==> config.mk <==
export PLATFORM = sky130hd
export DESIGN_NAME = lsu
export DESIGN_NICKNAME = d
export VERILOG_FILES = /design/src/rtl/lsu.sv
export SDC_FILE = /design/constraint.sdc
export NUM_CORES = 1
export LEC_CHECK = 0
export CORE_MARGIN = 2
export CORE_UTILIZATION = 42
export DETAILED_ROUTE_END_ITERATION = 12
export PLACE_DENSITY_LB_ADDON = 0.25
export SLEW_MARGIN = 20
export SYNTH_ARGS = -nofsm -noshare
export SYNTH_HDL_FRONTEND = slang
export SYNTH_SLANG_ARGS = --single-unit
export TNS_END_PERCENT = 1
==> constraint.sdc <==
create_clock -name clk -period 2.1 [get_ports clk]
set_input_delay 0.42 -clock clk [delete_from_list [all_inputs] [get_ports clk]]
set_output_delay 0.42 -clock clk [all_outputs]
set_load 0.03 [all_outputs]
==> src/rtl/lsu.sv <==
// Load/store unit: takes one execute-stage memory request at a time, runs it on a
// single-outstanding memory bus and returns extended load data or a completion/error.
module lsu #(
  parameter int DATA_LEN = 32
) (
  input  logic                clk,
  input  logic                rst,
  input  logic                req_valid,
  output logic                req_ready,
  input  logic [DATA_LEN-1:0] req_addr,
  input  logic [DATA_LEN-1:0] req_wdata,
  input  logic                req_is_store,
  input  logic [1:0]          req_size,
  input  logic                req_sign,
  output logic                ls_valid,
  input  logic                ls_ready,
  output logic [DATA_LEN-1:0] load_data,
  output logic                ls_err,
  output logic                mem_req_valid,
  input  logic                mem_req_ready,
  output logic [DATA_LEN-1:0] mem_addr,
  output logic                mem_wen,
  output logic [DATA_LEN-1:0] mem_wdata,
  output logic [3:0]          mem_wstrb,
  input  logic                mem_rsp_valid,
  input  logic [DATA_LEN-1:0] mem_rdata
);

  typedef enum logic [1:0] {IDLE, REQ, WAIT, DONE} state_t;

  state_t              state_reg, state_next;
  logic [1:0]          addr_lo_reg;
  logic [1:0]          size_reg;
  logic                sign_reg;
  logic                is_store_reg;
  logic                req_ready_reg;
  logic                mem_req_valid_reg;
  logic                ls_valid_reg;
  logic                ls_err_reg;
  logic [DATA_LEN-1:0] load_data_reg;
  logic [DATA_LEN-1:0] mem_addr_reg;
  logic                mem_wen_reg;
  logic [DATA_LEN-1:0] mem_wdata_reg;
  logic [3:0]          mem_wstrb_reg;

  logic                accept;
  logic                misaligned;
  logic [3:0]          lane_wstrb;
  logic [DATA_LEN-1:0] lane_wdata;
  logic [DATA_LEN-1:0] rdata_shifted;
  logic [DATA_LEN-1:0] load_ext;

  always_comb begin
    accept     = (state_reg == IDLE) && req_valid;
    misaligned = (req_size == 2'd3) ||
                 ((req_size == 2'd1) && req_addr[0]) ||
                 ((req_size == 2'd2) && (req_addr[1:0] != 2'b00));

    state_next = state_reg;
    case (state_reg)
      IDLE: if (req_valid)     state_next = misaligned ? DONE : REQ;
      REQ:  if (mem_req_ready) state_next = WAIT;
      WAIT: if (mem_rsp_valid) state_next = DONE;
      DONE: if (ls_ready)      state_next = IDLE;
      default:                 state_next = IDLE;
    endcase
  end

  // Store data is replicated across all lanes so the strobe alone selects the bytes.
  always_comb begin
    lane_wstrb = 4'b0000;
    lane_wdata = req_wdata;
    case (req_size)
      2'd0: begin
        lane_wstrb = 4'b0001 << req_addr[1:0];
        lane_wdata = {4{req_wdata[7:0]}};
      end
      2'd1: begin
        lane_wstrb = req_addr[1] ? 4'b1100 : 4'b0011;
        lane_wdata = {2{req_wdata[15:0]}};
      end
      default: begin
        lane_wstrb = 4'b1111;
        lane_wdata = req_wdata;
      end
    endcase
    if (!req_is_store) lane_wstrb = 4'b0000;
  end

  always_comb begin
    rdata_shifted = mem_rdata >> {addr_lo_reg, 3'b000};
    case (size_reg)
      2'd0:    load_ext = {{(DATA_LEN-8){sign_reg & rdata_shifted[7]}}, rdata_shifted[7:0]};
      2'd1:    load_ext = {{(DATA_LEN-16){sign_reg & rdata_shifted[15]}}, rdata_shifted[15:0]};
      default: load_ext = mem_rdata;
    endcase
  end

  always_ff @(posedge clk) begin
    if (rst) begin
      state_reg         <= IDLE;
      addr_lo_reg       <= 2'b00;
      size_reg          <= 2'b00;
      sign_reg          <= 1'b0;
      is_store_reg      <= 1'b0;
      req_ready_reg     <= 1'b0;
      mem_req_valid_reg <= 1'b0;
      ls_valid_reg      <= 1'b0;
      ls_err_reg        <= 1'b0;
      load_data_reg     <= '0;
      mem_addr_reg      <= '0;
      mem_wen_reg       <= 1'b0;
      mem_wdata_reg     <= '0;
      mem_wstrb_reg     <= 4'b0000;
    end else begin
      state_reg         <= state_next;
      // Handshake flags follow the next state so every output leaves a flop.
      req_ready_reg     <= (state_next == IDLE);
      mem_req_valid_reg <= (state_next == REQ);
      ls_valid_reg      <= (state_next == DONE);
      if (accept) begin
        addr_lo_reg   <= req_addr[1:0];
        size_reg      <= req_size;
        sign_reg      <= req_sign;
        is_store_reg  <= req_is_store;
        ls_err_reg    <= misaligned;
        load_data_reg <= '0;
        if (!misaligned) begin
          mem_addr_reg  <= {req_addr[DATA_LEN-1:2], 2'b00};
          mem_wen_reg   <= req_is_store;
          mem_wdata_reg <= lane_wdata;
          mem_wstrb_reg <= lane_wstrb;
        end
      end
      if ((state_reg == WAIT) && mem_rsp_valid && !is_store_reg)
        load_data_reg <= load_ext;
    end
  end

  assign req_ready     = req_ready_reg;
  assign mem_req_valid = mem_req_valid_reg;
  assign ls_valid      = ls_valid_reg;
  assign ls_err        = ls_err_reg;
  assign load_data     = load_data_reg;
  assign mem_addr      = mem_addr_reg;
  assign mem_wen       = mem_wen_reg;
  assign mem_wdata     = mem_wdata_reg;
  assign mem_wstrb     = mem_wstrb_reg;

endmodule

==> results by stage <==
Yosys:
- Counting flops and latches in the post-synthesis netlist gives 111.
- In the synthesized netlist, the number of instances is 591.
- After synthesis, the netlist uses 42 different library cells.
- For this run, the number of Yosys warnings is 0.
- The top flip-flop cell by instance count after synthesis is dfxtp_1.
- The average instance area after synthesis is 8.24 sq um.
- The sequential cell area fraction in the yosys report is 45.6%.
- The cell area that synthesis handed to floorplanning was 4870 sq um.
- Of all flip-flops after synthesis, the portion carrying an async set or reset was 0%.
- The number of synthesized flops with an enable pin is 0.

Clocking:
- In this run the clock root is driven by a clkbuf_16.
- The longest clock path from root to sink contains 2 buffers.
- Hold repair after CTS inserted 0 buffers.
- The H-tree depth is 3.
- The count of clock tree sinks is 111.
- The clock tree from TritonCTS is built.
- The clock reaches the later pin of the worst-skew pair after 340 ps.
- In this run, post-CTS repair resized a total of 0 instances.
- The number of buffers inserted during clock tree synthesis is 9.
- Post-CTS timing repair inserted 0 buffers for setup.
- After clock tree synthesis, the clock-pin slew on the worst setup and hold paths is 70 ps.

Drt:
- For this run, design rule violations remaining after detail routing come to 0.
- The violation count after the first detailed-route iteration is 284.
- The average vias per placed instance is 5.27.
- Summed over all layers, the routed wires come to 15.3 mm.
- Dividing the detail-routed wire length by the instance count gives 16.4 um.
- The count of nets left with antenna violations once routing finished came out at 0.
- The iteration count of the initial detailed-routing pass is 5.
- The detailed router placed 4926 vias in this run.

Hold path:
- The min-delay analysis places its worst path in the category flip-flop to flip-flop.
- The worst hold path passes through 2 cells.

Job:
- The max-cap violation count is 0.

Worst setup path:
- Data on the critical path is required at its endpoint by 2350 ps.
- The endpoint kind of the worst setup timing path is a flip-flop.
- The type of the worst setup path is input pin to flip-flop.
- The kind of start point of the critical path is an input pin.
- The worst register-to-register path has a depth of 4.
- The top fanout value on the critical path is 23.
- The worst register-to-register path has a setup slack of 300 ps.
- For the worst setup path, the data arrival time is 2140 ps.

Power and ir drop:
- The peak supply drop is 0.000418 V.
- Per report_power, the combinational group accounts for 22.5% of the total.
- The share of total power dissipated in sequential elements is 43.3%.
- Dividing total power by cell area gives a power density of 703 nW/um^2.
- Net switching is 27.9% of the power.
- The internal power of the cells totals 3.80 mW.
- The analysis attributes to cell leakage a power of 2.68 nW.
- In this run, the clock network consumes 34.2% of the power.
- The analysis attributes to net switching a power of 1.47 mW.

STA:
- Setup repair after global routing left no endpoint under its margin.
- The period utilization is 90.4%.
- The number of endpoints with negative hold slack in the final report came to 0.
- The final clock skew is 5.18 ps.
- For the finished layout, the period the worst path requires is 1900 ps.
- Setup violations remaining at the end of the flow were counted as 0.
- In the final timing run, aggregate negative setup slack is 0 ps.
- The worst hold-check slack is 453 ps.
- The achievable clock frequency is 0.527 GHz.
- The count of pins over their slew limit is 0.

Global routing:
- The initial antenna violation count is 0.
- The number of global-route vias before repair was 4871.
- The global router's overall resource usage is 23.8%.
- After global routing the overflow that remains totals 0.
- The first global-routing pass estimated 24.1 mm of wire.
- Entering global routing, the biggest net connects 110 pins.

Finish:
- 0 antenna diodes ended up in the layout.
- The synthesis-to-finish area growth is 53.7%.
- For this run, the post-layout net count is 892.
- Cells with a size suffix above 1 make up 6.57% of the layout.

Placed design:
- Detailed placement ended at an HPWL of 11.1 mm.
- The weighted congestion at the end of routability-driven global placement is 0.874.
- The number of I/O port buffers is 208.

Run status:
- The flow ran to the end, and the final reports show no timing, DRC or antenna violations.

Floorplanning:
- The floorplan die area is 12500 sq um.
- In this run the vertical extent of the chip is 112 um.
- The core area is 11400 sq um.
- The floorplan has 39 rows.
- During I/O placement, the number of pins put on the boundary was 211.
- The initial core utilization is 42.9%.
- The die is 112 um wide.
## stage by stage
step	instance area, sq um	utilization, %	setup WS [ps]	std cells	power, mW
6_report	7490	65.9	203	934	5.27
3_3_place_gp	7180	63.1	-65.7	918	3.49
5_1_grt	7490	65.9	96.8	934	5.48
4_1_cts	7490	65.9	204	934	5.30
2_1_floorplan	4880	-	464	592	2.93
3_5_place_dp	7180	63.1	-126	918	3.51
## Yosys cell counts (2+ instances only)
master / n / area [sq um]
a211oi_1: 9 / 67.6
a21o_1: 3 / 22.5
a21oi_1: 78 / 390
a22oi_1: 24 / 180
a311oi_1: 8 / 70.1
buf_2: 18 / 90.1
buf_4: 3 / 22.5
buf_6: 3 / 33.8
clkbuf_1: 26 / 97.6
dfxtp_1: 111 / 2220
inv_1: 11 / 41.3
mux2i_1: 28 / 280
mux4_2: 2 / 45.0
nand2_1: 136 / 510
nand2b_1: 10 / 62.6
nand3_1: 9 / 45.0
nor2_1: 33 / 124
nor3_1: 3 / 15.0
nor3b_1: 2 / 15.0
o2111ai_1: 6 / 52.6
o211ai_1: 8 / 60.1
o21ai_0: 18 / 90.1
o21bai_1: 16 / 120
o221ai_1: 8 / 70.1
## placed cells by master (no fill, tap or decap), types with 4 or more instances in the layout
cell | synthesis | routed
clkinv_2 | 0 | 4
a22oi_1 | 24 | 24
o221ai_1 | 8 | 8
o21ai_0 | 18 | 18
inv_1 | 11 | 11
buf_4 | 3 | 20
nor2_1 | 33 | 32
dfxtp_1 | 111 | 111
a211oi_1 | 9 | 9
nand3_1 | 9 | 9
o211ai_1 | 8 | 8
mux2i_1 | 28 | 28
clkbuf_16 | 0 | 9
a311oi_1 | 8 | 8
buf_12 | 0 | 7
o21bai_1 | 16 | 16
o2111ai_1 | 6 | 6
a21oi_1 | 78 | 78
clkdlybuf4s50_1 | 0 | 207
nand2_1 | 136 | 136
nand2b_1 | 10 | 10
## power by group through the flow
stage          clock network (mW)  logic [mW]  registers (mW)
2_1_floorplan                   0       0.432            2.50
3_3_place_gp                    0        1.16            2.32
3_5_place_dp                    0        1.18            2.33
4_1_cts                      1.83        1.19            2.28
5_1_grt                      1.92        1.27            2.29
6_report                     1.80        1.19            2.28
## kinds of logic (layout without fill, tap and decap cells)
kind of cell | Yosys count | after routing | synth area share, %
other | 1 | 2 | 0.0770
muxes | 30 | 30 | 6.68
AOI/OAI and AO/OA | 183 | 183 | 23.9
and+or+nand+nor | 204 | 204 | 17.8
DFF | 111 | 111 | 45.6
buffers and inverters | 62 | 261 | 5.96
## layout make-up
type | instances | area (sq um)
timing repair buffer | 234 | 2360
sequential | 111 | 2220
tap | 143 | 179
clock buffer | 9 | 225
fill | 954 | 3880
inverter | 11 | 41.3
multi-input combinational | 419 | 2370
clock inverter | 7 | 87.6
## worst max-delay path, stage by stage
cell	delay, ps
clkdlybuf4s50_1	500
or3b_1	440
a21oi_4	180
buf_4	260
nor2_1	70
a311oi_1	270
## worst paths after layout
path / from / end
min: mem_addr[27] / mem_addr[27]
max: req_valid / mem_wdata[13]
max reg2reg: addr_lo_reg[0] / load_data[30]
min reg2reg: mem_addr[27] / mem_addr[27]
## metal layers
metal	part of all wire (%)	track usage, %	wire length [um]
met1	39	26.3	5980
met2	49	41.6	7470
met3	9.0	8.06	1370
met4	3.0	10.1	453
met5	0	0	0
Note: power is estimated with default switching activity, not from simulation.
